File: src/rtl/draw_pkg.sv
// Shared screen geometry and scheduler state encoding for the drawing pipeline.
// Imported by the redraw scheduler, its watchdog and the testbench.
package draw_pkg;

    localparam int SCREEN_W = 320;
    localparam int SCREEN_H = 240;
    localparam int X_W      = 9;
    localparam int Y_W      = 8;
    localparam int COLOR_W  = 3;
    localparam int TIMER_W  = 20;

    typedef enum logic [2:0] {
        ST_IDLE       = 3'd0,
        ST_BG_RUN     = 3'd1,
        ST_CHAR_START = 3'd2,
        ST_CHAR_RUN   = 3'd3,
        ST_DONE       = 3'd4
    } redraw_state_t;

endpackage

File: src/rtl/redraw_watchdog.sv
// Cycle watchdog for a drawer pass: cleared on pass entry, counts while enabled,
// and flags expiry on the last allowed cycle.
module redraw_watchdog
    import draw_pkg::*;
#(
    parameter logic [TIMER_W-1:0] TIMEOUT_CYCLES = 20'd200000
) (
    input  logic clock,
    input  logic reset,
    input  logic clear,
    input  logic enable,
    output logic expired
);

    logic [TIMER_W-1:0] count;

    // Saturates at expiry so a stalled scheduler can never wrap the counter.
    always_ff @(posedge clock or posedge reset) begin
        if (reset) begin
            count <= '0;
        end else if (clear) begin
            count <= '0;
        end else if (enable && !expired) begin
            count <= count + 1'b1;
        end
    end

    assign expired = enable && (count == TIMEOUT_CYCLES - 1'b1);

endmodule

File: src/rtl/redraw_scheduler.sv
// Sequences screen updates: latches redraw requests, runs the map and sprite drawers
// in order, and owns the single registered VGA pixel-write port.
module redraw_scheduler
    import draw_pkg::*;
#(
    parameter logic [TIMER_W-1:0] TIMEOUT_CYCLES = 20'd200000,
    parameter int                 STATE_W        = 4
) (
    input  logic               clock,
    input  logic               reset,
    input  logic               map_req,
    input  logic               spr_req,
    input  logic [STATE_W-1:0] gameState,
    output logic               bg_go,
    output logic [STATE_W-1:0] bg_state,
    input  logic               bg_done,
    input  logic               bg_plot,
    input  logic [X_W-1:0]     bg_x,
    input  logic [Y_W-1:0]     bg_y,
    input  logic [COLOR_W-1:0] bg_color,
    output logic               char_go,
    input  logic               char_done,
    input  logic               char_plot,
    input  logic [X_W-1:0]     char_x,
    input  logic [Y_W-1:0]     char_y,
    input  logic [COLOR_W-1:0] char_color,
    output logic               vga_plot,
    output logic [X_W-1:0]     vga_x,
    output logic [Y_W-1:0]     vga_y,
    output logic [COLOR_W-1:0] vga_color,
    output logic               busy,
    output logic               redraw_done,
    output logic               timeout_err
);

    redraw_state_t state, state_next;
    logic          pend_map, pend_spr;
    logic          take_map, take_spr, abort;
    logic          wd_clear, wd_enable, wd_expired;

    always_ff @(posedge clock or posedge reset) begin
        if (reset) begin
            state <= ST_IDLE;
        end else begin
            state <= state_next;
        end
    end

    // A sprite request is also absorbed when the character pass starts, since that
    // pass already draws the latest sprite positions.
    always_comb begin
        state_next  = state;
        bg_go       = 1'b0;
        char_go     = 1'b0;
        redraw_done = 1'b0;
        take_map    = 1'b0;
        take_spr    = 1'b0;
        abort       = 1'b0;
        case (state)
            ST_IDLE: begin
                if (pend_map) begin
                    state_next = ST_BG_RUN;
                    take_map   = 1'b1;
                    take_spr   = 1'b1;
                end else if (pend_spr) begin
                    state_next = ST_CHAR_START;
                    take_spr   = 1'b1;
                end
            end
            ST_BG_RUN: begin
                bg_go = 1'b1;
                if (bg_done) begin
                    state_next = ST_CHAR_START;
                end else if (wd_expired) begin
                    state_next = ST_DONE;
                    abort      = 1'b1;
                end
            end
            ST_CHAR_START: begin
                char_go    = 1'b1;
                take_spr   = 1'b1;
                state_next = ST_CHAR_RUN;
            end
            ST_CHAR_RUN: begin
                if (char_done) begin
                    state_next = ST_DONE;
                end else if (wd_expired) begin
                    state_next = ST_DONE;
                    abort      = 1'b1;
                end
            end
            ST_DONE: begin
                redraw_done = 1'b1;
                state_next  = ST_IDLE;
            end
            default: state_next = ST_IDLE;
        endcase
    end

    assign busy      = (state != ST_IDLE);
    assign wd_enable = (state == ST_BG_RUN) || (state == ST_CHAR_RUN);
    assign wd_clear  = (state_next != state) &&
                       ((state_next == ST_BG_RUN) || (state_next == ST_CHAR_RUN));

    redraw_watchdog #(
        .TIMEOUT_CYCLES(TIMEOUT_CYCLES)
    ) u_watchdog (
        .clock  (clock),
        .reset  (reset),
        .clear  (wd_clear),
        .enable (wd_enable),
        .expired(wd_expired)
    );

    // New requests win over consumption in the same cycle so none is lost.
    always_ff @(posedge clock or posedge reset) begin
        if (reset) begin
            pend_map    <= 1'b0;
            pend_spr    <= 1'b0;
            bg_state    <= '0;
            timeout_err <= 1'b0;
        end else begin
            pend_map <= map_req | (pend_map & ~take_map);
            pend_spr <= spr_req | (pend_spr & ~take_spr);
            if (take_map) begin
                bg_state <= gameState;
            end
            if (abort) begin
                timeout_err <= 1'b1;
            end else if (take_map) begin
                timeout_err <= 1'b0;
            end
        end
    end

    // Only the drawer that owns the current phase reaches the VGA port.
    always_ff @(posedge clock or posedge reset) begin
        if (reset) begin
            vga_plot  <= 1'b0;
            vga_x     <= '0;
            vga_y     <= '0;
            vga_color <= '0;
        end else begin
            case (state)
                ST_BG_RUN: begin
                    vga_plot  <= bg_plot;
                    vga_x     <= bg_x;
                    vga_y     <= bg_y;
                    vga_color <= bg_color;
                end
                ST_CHAR_START, ST_CHAR_RUN: begin
                    vga_plot  <= char_plot;
                    vga_x     <= char_x;
                    vga_y     <= char_y;
                    vga_color <= char_color;
                end
                default: vga_plot <= 1'b0;
            endcase
        end
    end

endmodule

File: config.mk
export PLATFORM = sky130hd
export DESIGN_NAME = redraw_scheduler
export DESIGN_NICKNAME = d
export VERILOG_FILES = /design/src/rtl/draw_pkg.sv /design/src/rtl/redraw_watchdog.sv /design/src/rtl/redraw_scheduler.sv
export SDC_FILE = /design/constraint.sdc
export NUM_CORES = 1
export LEC_CHECK = 0
export ABC_AREA = 1
export CAP_MARGIN = 20
export CELL_PAD_IN_SITES_DETAIL_PLACEMENT = 0
export CELL_PAD_IN_SITES_GLOBAL_PLACEMENT = 1
export CORE_ASPECT_RATIO = 0.6
export CORE_UTILIZATION = 45
export DETAILED_ROUTE_END_ITERATION = 6
export DONT_BUFFER_PORTS = 1
export PLACE_DENSITY = 0.83
export REMOVE_ABC_BUFFERS = 1
export SLEW_MARGIN = 40
export SYNTH_ARGS = -nofsm -noshare
export SYNTH_HDL_FRONTEND = slang
export SYNTH_SLANG_ARGS = --single-unit
File: constraint.sdc
create_clock -name clock -period 2 [get_ports clock]
set_input_delay 0.4 -clock clock [delete_from_list [all_inputs] [get_ports clock]]
set_output_delay 0.4 -clock clock [all_outputs]
set_load 0.02 [all_outputs]
==> run summary <==
The largest fanout on the critical path is 21. Counting along the longest clock path gives a buffer depth of 2. In this run the tightest slew margin relative to its limit is 0.709. Static timing analysis puts the maximum clock frequency at 532 MHz.

The type of the worst min-delay path is in -> async. The count of standard-cell rows came out at 21. The overall track demand over capacity in global routing is 0.217. By count the netlist is led by 119 x nand2_1, 60 x nor2_1, 51 x dfrtp_1, 29 x nand3_1, 22 x inv_1. The worst setup path is of the reg -> out kind. The initial core utilization is 0.488. The count of endpoints failing hold in the final timing report came out at 8. Setup repair after global routing left no endpoint under its margin. The largest net degree at the start of global routing came out at 52. The horizontal extent of the die came out at 104 µm. The synthesized netlist occupies a cell area of 0.00284 mm². The total routed wirelength came out at 6740 µm. The per-cell via count in the routed design is 5.17. The worst setup path is launched from a register. The worst hold slack is -0.00359 ns. The later pin in the worst-skew pair is clocked with a latency of 0.31 ns. The final sum of negative setup slack came out at 0 ns. The post-detailed-route DRC marker count is 0. The leakage power figure is 0.00144 µW. Among all stages on the critical path, the largest delay is contributed by dfrtp_1. The clock tree from TritonCTS is built.

Summed over all nets, the half-perimeter wirelength after detailed placement is 5080 µm. The signal on the critical path passes through nor2_2, inv_2, nor2_4, buf_4. The actual slew at the worst max-slew pin came out at 0.434 ns. The run finished, with violations left. The TritonCTS sink count is 51. The final setup violation count came out at 0. The clock root buffer is clkbuf_8. The signed area change from the synthesized netlist to the final layout is 6.97%. The number of buffers inserted for hold repair after clock tree synthesis is 0. The max-capacitance violation count is 0. Sorting the synthesized cells by area gives the leading types as dfrtp_1 45%, nand2_1 16%, nor2_1 7.9%, nand3_1 5.1%, o21ai_0 3.7%. The area share of the largest cell type after synthesis came out at 0.450. The most used flip-flop cell after synthesis is dfrtp_1. The initial antenna violation count is 0. Yosys mapped the design onto 30 distinct sky130hd cell types.

The final period utilization came out at 0.939. Clock tree synthesis inserted a total of 5 buffers. The first routing iteration left 189 violations. STA classifies the critical path endpoint as an output pin.

The share of the yosys chip area belonging to registers is 0.450. The number of nets with antenna violations after detailed routing came out at 0. The checks that failed: hold timing.

The cell count after synthesis is 379. Synthesis inferred 51 register bits. The H-tree depth reported by CTS is 2. The worst ir drop on vdd is 0.673 mV.

The final layout net count is 434. The number of detailed-routing iterations run before antenna repair came out at 4. The count of input and output buffers is 0. The routed length per instance is 14.6 µm. After layout, the design draws a total of 4590 µW. The area of the core is 0.00581 mm². On the worst path, the slowest cell contributes a delay of 0.45 ns. Global routing finished with a remaining overflow of 0. The post-CTS clock slew at the launch and capture registers of the worst setup and hold paths is 0.10 ns. The average size of a mapped cell is 7.48 µm².

The die area came out at 0.00664 mm². The worst endpoint required time is 1.60 ns. The clock tree skew after final layout came out at 0.0101 ns. The number of antenna diodes in the final layout is 0. The proportion of register bits with asynchronous set or reset after synthesis came out at 1.00. The vertical die dimension is 63.5 µm. The total power divided by cell area is 1510 mW/mm².

In this run, synthesis inferred 0 flip-flops with an integrated enable. The via count of the first global-routing pass is 2274. For the worst setup path, the data arrival time is 1.48 ns. Yosys printed 0 warnings. The final period demand of the worst path is 1.88 ns. The layout cell share with drive strength beyond 1 came out at 0.107. 82 I/O pins were placed. The weighted congestion at the end of routability-driven global placement is 0.869. The total vias in the final route came out at 2388.

The biggest area contributor in the post-synthesis netlist is dfrtp_1. The first-pass GRT wire length came out at 11400 µm. The final count of pins violating max slew is 0. The most common cell in the synthesized netlist is nand2_1.
final cells by class:
class	count	area (µm²)
clock buffer	5	68.8
clock inverter	3	28.8
fill	574	2770
inverter	25	109
multi-input combinational	291	1390
sequential	51	1280
tap	80	100
timing repair buffer	7	65.1
cell usage in the layout, fill, tap and decap left out, types with 2 or more instances in the layout:
master    count
xor2_1       12
nor2_1       60
clkbuf_8      5
nand2_4       2
nor2_4        2
inv_1        21
buf_4         6
nand2_2      11
inv_2         2
nor2_2        2
o21ai_0      21
nand2_1     119
dfrtp_1      51
clkinv_4      2
a21oi_1      18
inv_8         3
nand3_1      29
nand4_1       4
cell families after synthesis:
group,count (synthesis),share of synthesized area
AND/OR/NAND/NOR,234,0.364
adder cells (fa/ha/maj),1,0.00441
XOR/XNOR,13,0.0401
AO/OA/AOI/OAI,43,0.0794
buffers and inverters,37,0.0622
flip-flops,51,0.450
final timing paths:
path / cells after the start / start / end / slack [ns]
setup reg to reg: 8 / u_watchdog.count[0] / u_watchdog.count[18] / 0.23
hold reg to reg: 2 / u_watchdog.count[19] / u_watchdog.count[19] / 0.53
max in group asynchronous: 2 / reset / vga_color[2] / 1.77
setup / recovery: 4 / state[2] / char_go / 0.12
min in group clock: 1 / map_req / pend_map / 0.18
hold / removal: 2 / reset / u_watchdog.count[3] / -0.004
report_power, final:
| part | internal [µW] | leakage [µW] | switching, µW |
|---|---|---|---|
| clock network | 260 | 0.0000502 | 385 |
| logic | 589 | 0.000745 | 1370 |
| registers | 1380 | 0.000644 | 603 |
| total | 2230 | 0.00144 | 2360 |
layer usage:
layer | GRT usage | wire length, µm | up-vias
li1 | - | - | 1203
met1 | 0.330 | 3340 | 1093
met2 | 0.309 | 2680 | 87
met3 | 0.0631 | 679 | 5
met4 | 0.0250 | 32 | 0
met5 | 0 | 0 | -
what timing repair did:
action	4_1_cts	5_1_grt
gates resized for setup	0	1
endpoints found under the hold margin	0	0
setup buffers	0	0
endpoints found under the setup margin	0	10
through the flow:
stage               hold WS [ns]  utilization  worst slack, ns  cell area (µm²)  cells
finish                  -0.00359        0.523            0.122             3030    462
global route              0.0114        0.523           0.0226             3030    462
CTS                       0.0110        0.522            0.102             3030    462
floorplan                  0.479            -          -0.0383             2770    367
global placement           0.354        0.505            0.187             2930    454
detailed placement         0.356        0.505            0.150             2930    454
worst max-delay path, delay by kind of cell, from the launching register on:
kind | cells | cell delay (ns)
buffers and inverters | 2 | 0.35
and+or+nand+nor | 2 | 0.37
DFF | 1 | 0.45
flip-flops by register name (all words and copies together), names as in the netlist, 3 cells and up:
signal and cells:
vga_y 8, bg_state 4, u_watchdog.count 20, vga_color 3, state 3, vga_x 9
No activity file was read; power rests on OpenSTA's default activity.
